--- config.mk ---
export PLATFORM = sky130hd
export DESIGN_NAME = lift_ctrl_n
export DESIGN_NICKNAME = d
export VERILOG_FILES = /design/src/rtl/lift_pkg.sv /design/src/rtl/lift_req_scan.sv /design/src/rtl/lift_ctrl_n.sv
export SDC_FILE = /design/constraint.sdc
export NUM_CORES = 1
export LEC_CHECK = 0
export CAP_MARGIN = 30
export CORE_ASPECT_RATIO = 1.25
export CORE_MARGIN = 4
export CORE_UTILIZATION = 47
export CTS_BUF_LIST = sky130_fd_sc_hd__clkbuf_8
export DETAILED_ROUTE_END_ITERATION = 10
export GPL_TIMING_DRIVEN = 1
export PLACE_DENSITY = 0.89
export SLEW_MARGIN = 5
export SYNTH_ARGS = -nofsm -noshare
export SYNTH_HDL_FRONTEND = slang
export SYNTH_SLANG_ARGS = --single-unit
--- constraint.sdc ---
create_clock -name clk -period 2.2 [get_ports clk]
set_input_delay 0.44 -clock clk [delete_from_list [all_inputs] [get_ports clk]]
set_output_delay 0.44 -clock clk [all_outputs]
set_load 0.005 [all_outputs]
--- src/rtl/lift_pkg.sv ---
// Shared types and constants for the N-floor lift controller.
package lift_pkg;

    typedef enum logic [1:0] {
        IDLE      = 2'd0,
        MOVE_UP   = 2'd1,
        MOVE_DOWN = 2'd2,
        DOOR_OPEN = 2'd3
    } lift_state_e;

    localparam logic DIR_UP   = 1'b1;
    localparam logic DIR_DOWN = 1'b0;

endpackage

--- src/rtl/lift_req_scan.sv ---
// Combinational scan of the pending set relative to the current floor.
module lift_req_scan #(
    parameter int FLOORS = 8,
    parameter int FW     = $clog2(FLOORS)
) (
    input  logic [FLOORS-1:0] pending,
    input  logic [FW-1:0]     cur_floor,
    output logic              any_above,
    output logic              any_below,
    output logic              here
);

    always_comb begin
        any_above = 1'b0;
        any_below = 1'b0;
        for (int i = 0; i < FLOORS; i++) begin
            if (pending[i] && (FW'(i) > cur_floor)) any_above = 1'b1;
            if (pending[i] && (FW'(i) < cur_floor)) any_below = 1'b1;
        end
    end

    assign here = pending[cur_floor];

endmodule

--- src/rtl/lift_ctrl_n.sv ---
// N-floor SCAN lift controller with per-floor travel time and door dwell.
// Optional emergency stop (estop input, halted output) under LIFT_ESTOP_EN.
module lift_ctrl_n
    import lift_pkg::*;
#(
    parameter int FLOORS        = 8,
    parameter int TRAVEL_CYCLES = 2,
    parameter int DOOR_CYCLES   = 3
) (
    input  logic                      clk,
    input  logic                      reset,
    input  logic [FLOORS-1:0]         req,
`ifdef LIFT_ESTOP_EN
    input  logic                      estop,
`endif
    output logic [FLOORS-1:0]         at_floor,
    output logic [$clog2(FLOORS)-1:0] cur_floor,
    output logic                      moving_up,
    output logic                      moving_down,
    output logic                      door_open,
    output logic [FLOORS-1:0]         pending,
`ifdef LIFT_ESTOP_EN
    output logic                      halted,
`endif
    output logic [1:0]                state_dbg
);

    localparam int FW = $clog2(FLOORS);
    localparam int TW = (TRAVEL_CYCLES > 1) ? $clog2(TRAVEL_CYCLES) : 1;
    localparam int DW = (DOOR_CYCLES > 1) ? $clog2(DOOR_CYCLES) : 1;
    localparam logic [TW-1:0] TRAV_LAST = TW'(TRAVEL_CYCLES - 1);
    localparam logic [DW-1:0] DOOR_LAST = DW'(DOOR_CYCLES - 1);

    localparam logic [1:0] S_IDLE      = IDLE;
    localparam logic [1:0] S_MOVE_UP   = MOVE_UP;
    localparam logic [1:0] S_MOVE_DOWN = MOVE_DOWN;
    localparam logic [1:0] S_DOOR_OPEN = DOOR_OPEN;

    logic [1:0]        state_q, state_d;
    logic [FW-1:0]     cur_q, cur_d;
    logic [FLOORS-1:0] pend_q, pend_d, clr;
    logic [TW-1:0]     trav_q, trav_d;
    logic [DW-1:0]     door_q, door_d;
    logic              dir_q, dir_d;
    logic              any_above, any_below, here;
    logic              go_up, go_down, hold;
    logic [FW-1:0]     nf_up, nf_dn;

`ifdef LIFT_ESTOP_EN
    assign hold   = estop;
    assign halted = estop && ((state_q == S_MOVE_UP) || (state_q == S_MOVE_DOWN));
`else
    assign hold = 1'b0;
`endif

    lift_req_scan #(.FLOORS(FLOORS), .FW(FW)) u_scan (
        .pending   (pend_q),
        .cur_floor (cur_q),
        .any_above (any_above),
        .any_below (any_below),
        .here      (here)
    );

    // Work in the last travelled direction wins; otherwise take whichever side has work.
    assign go_up   = any_above && (!any_below || (dir_q == DIR_UP));
    assign go_down = any_below && !go_up;
    assign nf_up   = cur_q + FW'(1);
    assign nf_dn   = cur_q - FW'(1);

    always_comb begin
        state_d = state_q;
        cur_d   = cur_q;
        trav_d  = trav_q;
        door_d  = door_q;
        dir_d   = dir_q;
        clr     = '0;
        case (state_q)
            S_IDLE: begin
                if (here) begin
                    state_d     = S_DOOR_OPEN;
                    door_d      = '0;
                    clr[cur_q]  = 1'b1;
                end else if (!hold && go_up) begin
                    state_d = S_MOVE_UP;
                    dir_d   = DIR_UP;
                    trav_d  = '0;
                end else if (!hold && go_down) begin
                    state_d = S_MOVE_DOWN;
                    dir_d   = DIR_DOWN;
                    trav_d  = '0;
                end
            end
            S_MOVE_UP, S_MOVE_DOWN: begin
                if (!hold) begin
                    if (trav_q == TRAV_LAST) begin
                        trav_d = '0;
                        cur_d  = (state_q == S_MOVE_UP) ? nf_up : nf_dn;
                        if (pend_q[cur_d]) begin
                            state_d    = S_DOOR_OPEN;
                            door_d     = '0;
                            clr[cur_d] = 1'b1;
                        end
                    end else begin
                        trav_d = trav_q + TW'(1);
                    end
                end
            end
            S_DOOR_OPEN: begin
                // A call for this floor while open only extends the dwell.
                clr[cur_q] = 1'b1;
                if (req[cur_q]) begin
                    door_d = '0;
                end else if (!hold) begin
                    if (door_q == DOOR_LAST) begin
                        door_d = '0;
                        if (go_up) begin
                            state_d = S_MOVE_UP;
                            dir_d   = DIR_UP;
                            trav_d  = '0;
                        end else if (go_down) begin
                            state_d = S_MOVE_DOWN;
                            dir_d   = DIR_DOWN;
                            trav_d  = '0;
                        end else begin
                            state_d = S_IDLE;
                        end
                    end else begin
                        door_d = door_q + DW'(1);
                    end
                end
            end
            default: state_d = S_IDLE;
        endcase
    end

    assign pend_d = (pend_q | req) & ~clr;

    always_ff @(posedge clk or negedge reset) begin
        if (!reset) begin
            state_q <= S_IDLE;
            cur_q   <= '0;
            pend_q  <= '0;
            trav_q  <= '0;
            door_q  <= '0;
            dir_q   <= DIR_UP;
        end else begin
            state_q <= state_d;
            cur_q   <= cur_d;
            pend_q  <= pend_d;
            trav_q  <= trav_d;
            door_q  <= door_d;
            dir_q   <= dir_d;
        end
    end

    always_comb begin
        for (int i = 0; i < FLOORS; i++) begin
            at_floor[i] = (cur_q == FW'(i));
        end
    end

    assign cur_floor   = cur_q;
    assign moving_up   = (state_q == S_MOVE_UP);
    assign moving_down = (state_q == S_MOVE_DOWN);
    assign door_open   = (state_q == S_DOOR_OPEN);
    assign pending     = pend_q;
    assign state_dbg   = state_q;

endmodule

# Word level (Yosys, flattened, before mapping)
# Cells that the tools add are included.
[totals]
register_bits = 17
input_bits = 10
out_inout_bits = 24
wordCells = 143
[classes]
addsub = 4
order_cmp = 20
eq_ne = 18
n_mux = 60
n_bitwise = 3
reduce_logical = 32
[ops]
columns = ["cell", "n"]
rows = [
  ["1-bit two-way mux", 32],
  ["2-bit two-way mux", 14],
  ["8-bit two-way mux", 3],
  ["8-bit case mux with 3 select lines", 1],
  ["1-bit logical AND", 20],
  ["3-bit equality test, second input constant", 4],
  ["3-bit > comparator, first input constant", 4],
  ["3-bit < comparator, first input constant", 4],
  ["2-bit case mux with 3 select lines", 2],
  ["2-bit inequality test, second input constant", 5],
  ["1-bit binary-select mux with 3-bit select", 3],
  ["8-bit AND", 1],
  ["3-bit by 4-bit < comparator with 1-bit output, second input constant", 2],
  ["8-bit inverter", 1],
  ["8-bit OR", 1],
  ["1-bit demux with 3-bit select", 2],
  ["2-bit equality test, second input constant", 3],
  ["3-bit by 2-bit equality test with 1-bit output, second input constant", 2],
  ["3-bit by 1-bit greater-or-equal comparator with 1-bit output, second input constant", 2],
  ["1-bit by 3-bit > comparator with 1-bit output, first input constant", 2],
  ["2-bit by 3-bit > comparator with 1-bit output, first input constant", 2],
  ["1-bit by 3-bit < comparator with 1-bit output, first input constant", 2],
  ["2-bit by 3-bit < comparator with 1-bit output, first input constant", 2],
  ["3-bit AND reduction", 2],
  ["20 further kinds", 21],
]

# Longest topological paths before layout
[logic_depth]
depth_word = 20
ltp_mapped = 9
mapped_depth_nobuf = 8

# By module
# A second synthesis with hierarchy kept.
[unflattened]
cells_unflattened = 152
area_unflattened_um2 = 1433.9
[by_module_without_submodules]
columns = ["mod", "instances", "cells_per_inst", "area_per_inst_um2", "seq_area_each_um2"]
rows = [
  ["lift_ctrl_n", 1, 128, 1236.2, 426.7],
  ["lift_req_scan", 1, 24, 197.7, 0.0],
]

# Least setup slack after synthesis
# No wires, ideal clock.
[synth_timing]
path_type = "reg-to-reg"
start = "register cur_q[1] (netlist: cur_floor[1])"
end = "register state_q[1] (netlist: state_dbg[1])"
setup_ns = 0.121
arrival_time_ns = 2.250
required_ns = 2.079
path_slack_ns = -0.171
path_stages_with_launch = 10
path_buffers = 1
period_less_slack_ns = 2.371
cell_sequence = "dfrtp_1 buf_6 inv_1 ha_1 xor2_1 mux4_2 nor2_1 o31a_1 and4bb_1 a22o_1"
[synth_via]
elab_chain_len = 20
word_cells_on_any_way = 73
cone_classes = "add/sub: 2; order compare: 16; eq/ne: 3; mux: 30; reduce/logical: 22"
[synth_rtl]
columns = ["element", "line", "source"]
rows = [
  ["from (decl)", "lift_ctrl_n.sv:40", "logic [FW-1:0] cur_q, cur_d;"],
  ["from (signal assigned)", "lift_ctrl_n.sv:148", "cur_q <= cur_d;"],
  ["1-bit by 3-bit < comparator with 1-bit output", "lift_req_scan.sv:18", "if (pending[i] && (FW'(i) < cur_floor)) any_below = 1'b1;"],
  ["1-bit logical AND", "lift_req_scan.sv:18", ""],
  ["1-bit two-way mux (8 in series)", "lift_req_scan.sv:18", ""],
  ["1-bit logical NOT", "lift_ctrl_n.sv:65", "assign go_up = any_above && (!any_below || (dir_q == DIR_UP));"],
  ["1-bit logical OR", "lift_ctrl_n.sv:65", ""],
  ["1-bit logical AND", "lift_ctrl_n.sv:65", ""],
  ["1-bit logical NOT", "lift_ctrl_n.sv:66", "assign go_down = any_below && !go_up;"],
  ["1-bit logical AND", "lift_ctrl_n.sv:66", ""],
  ["2-bit two-way mux", "lift_ctrl_n.sv:120", "end else if (go_down) begin"],
  ["2-bit two-way mux", "lift_ctrl_n.sv:116", "if (go_up) begin"],
  ["2-bit two-way mux", "lift_ctrl_n.sv:114", "if (door_q == DOOR_LAST) begin"],
  ["2-bit two-way mux", "lift_ctrl_n.sv:111", "if (req[cur_q]) begin"],
  ["2-bit case mux with 3 select lines", "lift_ctrl_n.sv:77", "case (state_q)"],
  ["to (signal assigned)", "lift_ctrl_n.sv:147", "state_q <= state_d;"],
  ["to (decl)", "lift_ctrl_n.sv:39", "logic [1:0] state_q, state_d;"],
]
# Parallel ways exist; a longest one is shown, timed or not. The select of a mux whose other input is x is not followed.
# A chain may end at the register's enable or synchronous reset.

# Final worst setup path
# Ends and elaborated chain as after synthesis.

==> flow_metrics.py <==
metrics = {
    "power_and_ir_drop": {
        "p_comb_share_pct": 77.5,
        "power_leakage_nw": 1.06,
        "ir_drop_uv": 1180,
        "power.switching_w": 0.00176,
        "total_power_w": 0.00387,
        "p_int_w": 0.00211,
        "seq_power_share_pct": 16.3,
        "swShare_pct": 45.4,
        "clockPowerShare_pct": 6.1,
        "power_density_nw_per_um2": 1680,
    },
    "clock_tree": {
        "clock_sinks": 17,
        "cts-root-buf": "clkbuf_8",
        "insertion_delay_ns": 0.26,
        "cts.clk_slew.worst_paths_ns": 0.06,
        "cts_tree": "yes",
        "clockBufferDepth": 2,
        "cts_made_buffers": 3,
        "cts_max_level": 1,
        "ctsHoldBuffers": 0,
    },
    "global_routing": {
        "grt_overflow": 0,
        "antenna_found_initial": 1,
        "grt_pass1_wl_mm": 7.69,
        "grt_usage_pct": 23.7,
        "grt_max_degree": 18,
        "grt_pass1_vias": 1648,
    },
    "route": {
        "antenna_left": 0,
        "via_per_inst": 6.03,
        "post_drt_wl_per_cell_um": 17.6,
        "dr.pass1.iters": 4,
        "drc_errors": 0,
        "drt_iter0_markers": 166,
        "vias": 1665,
        "wl_mm": 4.86,
    },
    "timing": {
        "fmax_mhz": 444,
        "slew_headroom_pct": 76.4,
        "setup_slack_ns": -0.0498,
        "period_minus_slack_ns": 2.25,
        "tightest_slew_ns": 0.354,
        "fin_tns_setup_ns": -0.0498,
        "holdWs_ns": 0.502,
        "finalHoldViolations": 0,
        "maxSlewViolCount": 0,
        "min_period_over_period_pct": 102,
        "rsz0062_at_grt": "true",
        "fin_skew_ns": 0.00302,
        "setup_viol": 1,
    },
    "yosys": {
        "syn_nets": 187,
        "synthArstFlopShare_pct": 100,
        "synthFlopType": "dfrtp_1",
        "synth_edf_count": 0,
        "yosys_warnings": 0,
        "syn_area_um2": 1450,
        "synth.avg_cell_area_um2": 8.71,
        "syn_inst": 167,
        "synth-seq-area-share_pct": 29.3,
        "ys_types": 49,
        "ys_ff_latch": 17,
    },
    "layout": {
        "fin_cells": 276,
        "layout_commonest_cell": "buf_4",
        "final_nets": 260,
        "final_cell_mix": "buf_4 (36), clkdlybuf4s50_1 (23), nor2_1 (21)",
        "layout-drive-gt1-share_pct": 33.1,
        "n_fill_cell": 189,
        "area_growth_pct": 58.8,
        "utilization_pct": 78.4,
    },
    "worst_setup_path": {
        "path_cells": "buf_6 > mux2_4 > a221o_1 > a211oi_2 > nor2_1 > a311o_1 > a22o_1",
        "start_kind": "flip-flop",
        "cpMaxStageDelayCell": "dfrtp_1",
        "r2r_cells": 7,
        "cp.required_ns": 2.35,
        "path_class": "flip-flop to flip-flop",
        "cp_max_fo": 7,
        "crit_arrival_ns": 2.40,
        "slowest_delay_ns": 0.40,
        "path_buf_inv": 1,
        "cp.depth": 7,
        "endpoint_kind": "flip-flop",
        "critPathTopFamily": "compound AO/OA/AOI/OAI gates",
    },
    "status": {
        "status": "complete, but fails checks",
        "violations": "setup timing",
    },
    "floorplan": {
        "die-width_um": 57.7,
        "initial_utilization_pct": 49.4,
        "core_um2": 2950,
        "die_h_um": 70.2,
        "die_area_um2": 4050,
        "pin_count": 34,
        "std_cell_rows": 22,
    },
    "place": {
        "placedCellCount": 264,
        "gp_congestion": 0.990,
        "dp_hpwl_mm": 3.42,
        "numPortBuffers": 33,
    },
    "worst_hold_path": {
        "hold_class": "primary input to asynchronous set/reset pin",
    },
    "job": {
        "cap_violations": 0,
    },
}
## logic make-up (layout without fill, tap and decap cells)
group                    after synthesis  count (layout)  synth area share (%)
AND/OR/NAND/NOR                       59              59                  20.6
other                                  0               1                     0
AO/OA/AOI/OAI                         51              51                  25.9
adder cells (fa/ha/maj)               10              10                  8.61
buffers and inverters                 18              90                  5.51
flip-flops                            17              17                  29.3
multiplexers                           8               8                  7.66
XOR/XNOR                               4               4                  2.41
## Yosys cell counts, types with 4 or more instances
cell / instances / area, µm²
inv_1: 11 / 41.3
a21oi_1: 8 / 40.0
buf_2: 4 / 20.0
nor2b_1: 5 / 31.3
nand3b_1: 4 / 30.0
a221oi_1: 7 / 61.3
nor2_1: 23 / 86.3
o21ai_0: 9 / 45.0
nand2_1: 12 / 45.0
ha_1: 10 / 125
and2_1: 4 / 25.0
dfrtp_1: 16 / 400
mux2i_1: 4 / 40.0
## metrics by stage
stage / cell area [µm²] / setup WS [ns]
floorplan: 1490 / -0.0318
global placement: 2080 / -0.284
detailed placement: 2080 / -0.324
CTS: 2170 / 0.000353
global route: 2310 / -0.0962
finish: 2310 / -0.0498
## metal layers
metal	share of wire, %	routed length (µm)	vias to the layer above	track usage, %
met5	0	0	-	0
met2	52	2520	101	41.8
met4	3.2	153	0	9.02
met3	8.2	399	19	3.14
li1	-	-	764	-
met1	37	1780	781	28.5
## state kept, by name (all words and copies together), names as in the netlist
| name | count |
|---|---|
| pending | 8 |
| cur_floor | 3 |
| door_q | 2 |
| state_dbg | 2 |
| dir_q | 1 |
| trav_q | 1 |
## final timing paths
check                                         start                        to  slack, ns
setup / recovery           cur_floor[1]$_DFFE_PN0P_  state_dbg[1]$_DFFE_PN0P_      -0.05
hold / removal                                reset  cur_floor[1]$_DFFE_PN0P_       0.50
setup reg to reg           cur_floor[1]$_DFFE_PN0P_  state_dbg[1]$_DFFE_PN0P_      -0.05
hold reg to reg               door_q[1]$_DFFE_PN0P_     door_q[1]$_DFFE_PN0P_       0.52
max in group asynchronous                     reset         dir_q$_DFFE_PN1P_       1.44
min in group clk              door_q[1]$_DFFE_PN0P_     door_q[1]$_DFFE_PN0P_       0.52
## layout make-up
| type | count | area, µm² | area share (%) |
|---|---|---|---|
| diodes | 1 | 2.50 | 0.108 |
| clock buffers | 3 | 41.3 | 1.79 |
| clock inverters | 1 | 5.00 | 0.217 |
| inverters | 13 | 57.6 | 2.49 |
| multi-input cells | 132 | 1070 | 46.3 |
| flip-flops and latches | 17 | 429 | 18.6 |
| well taps | 36 | 45.0 | 1.95 |
| repair buffers | 73 | 659 | 28.6 |
## power by group through the flow
stage	logic [W]	clock network, W	registers (W)
global placement	0.00249	0	0.000620
detailed placement	0.00255	0	0.000627
CTS	0.00265	0.000242	0.000613
global route	0.00324	0.000252	0.000646
finish	0.00300	0.000238	0.000633
floorplan	0.00146	0	0.000579
## repair_timing
action | 4_1_cts | 5_1_grt
setup endpoints to repair | 11 | 17
gates resized for setup | 10 | 29
gates cloned | 0 | 0
buffers inserted | 3 | 4
hold endpoints to repair | 0 | 0
pin swaps | 5 | 6
(Power assumes the default switching activity.)
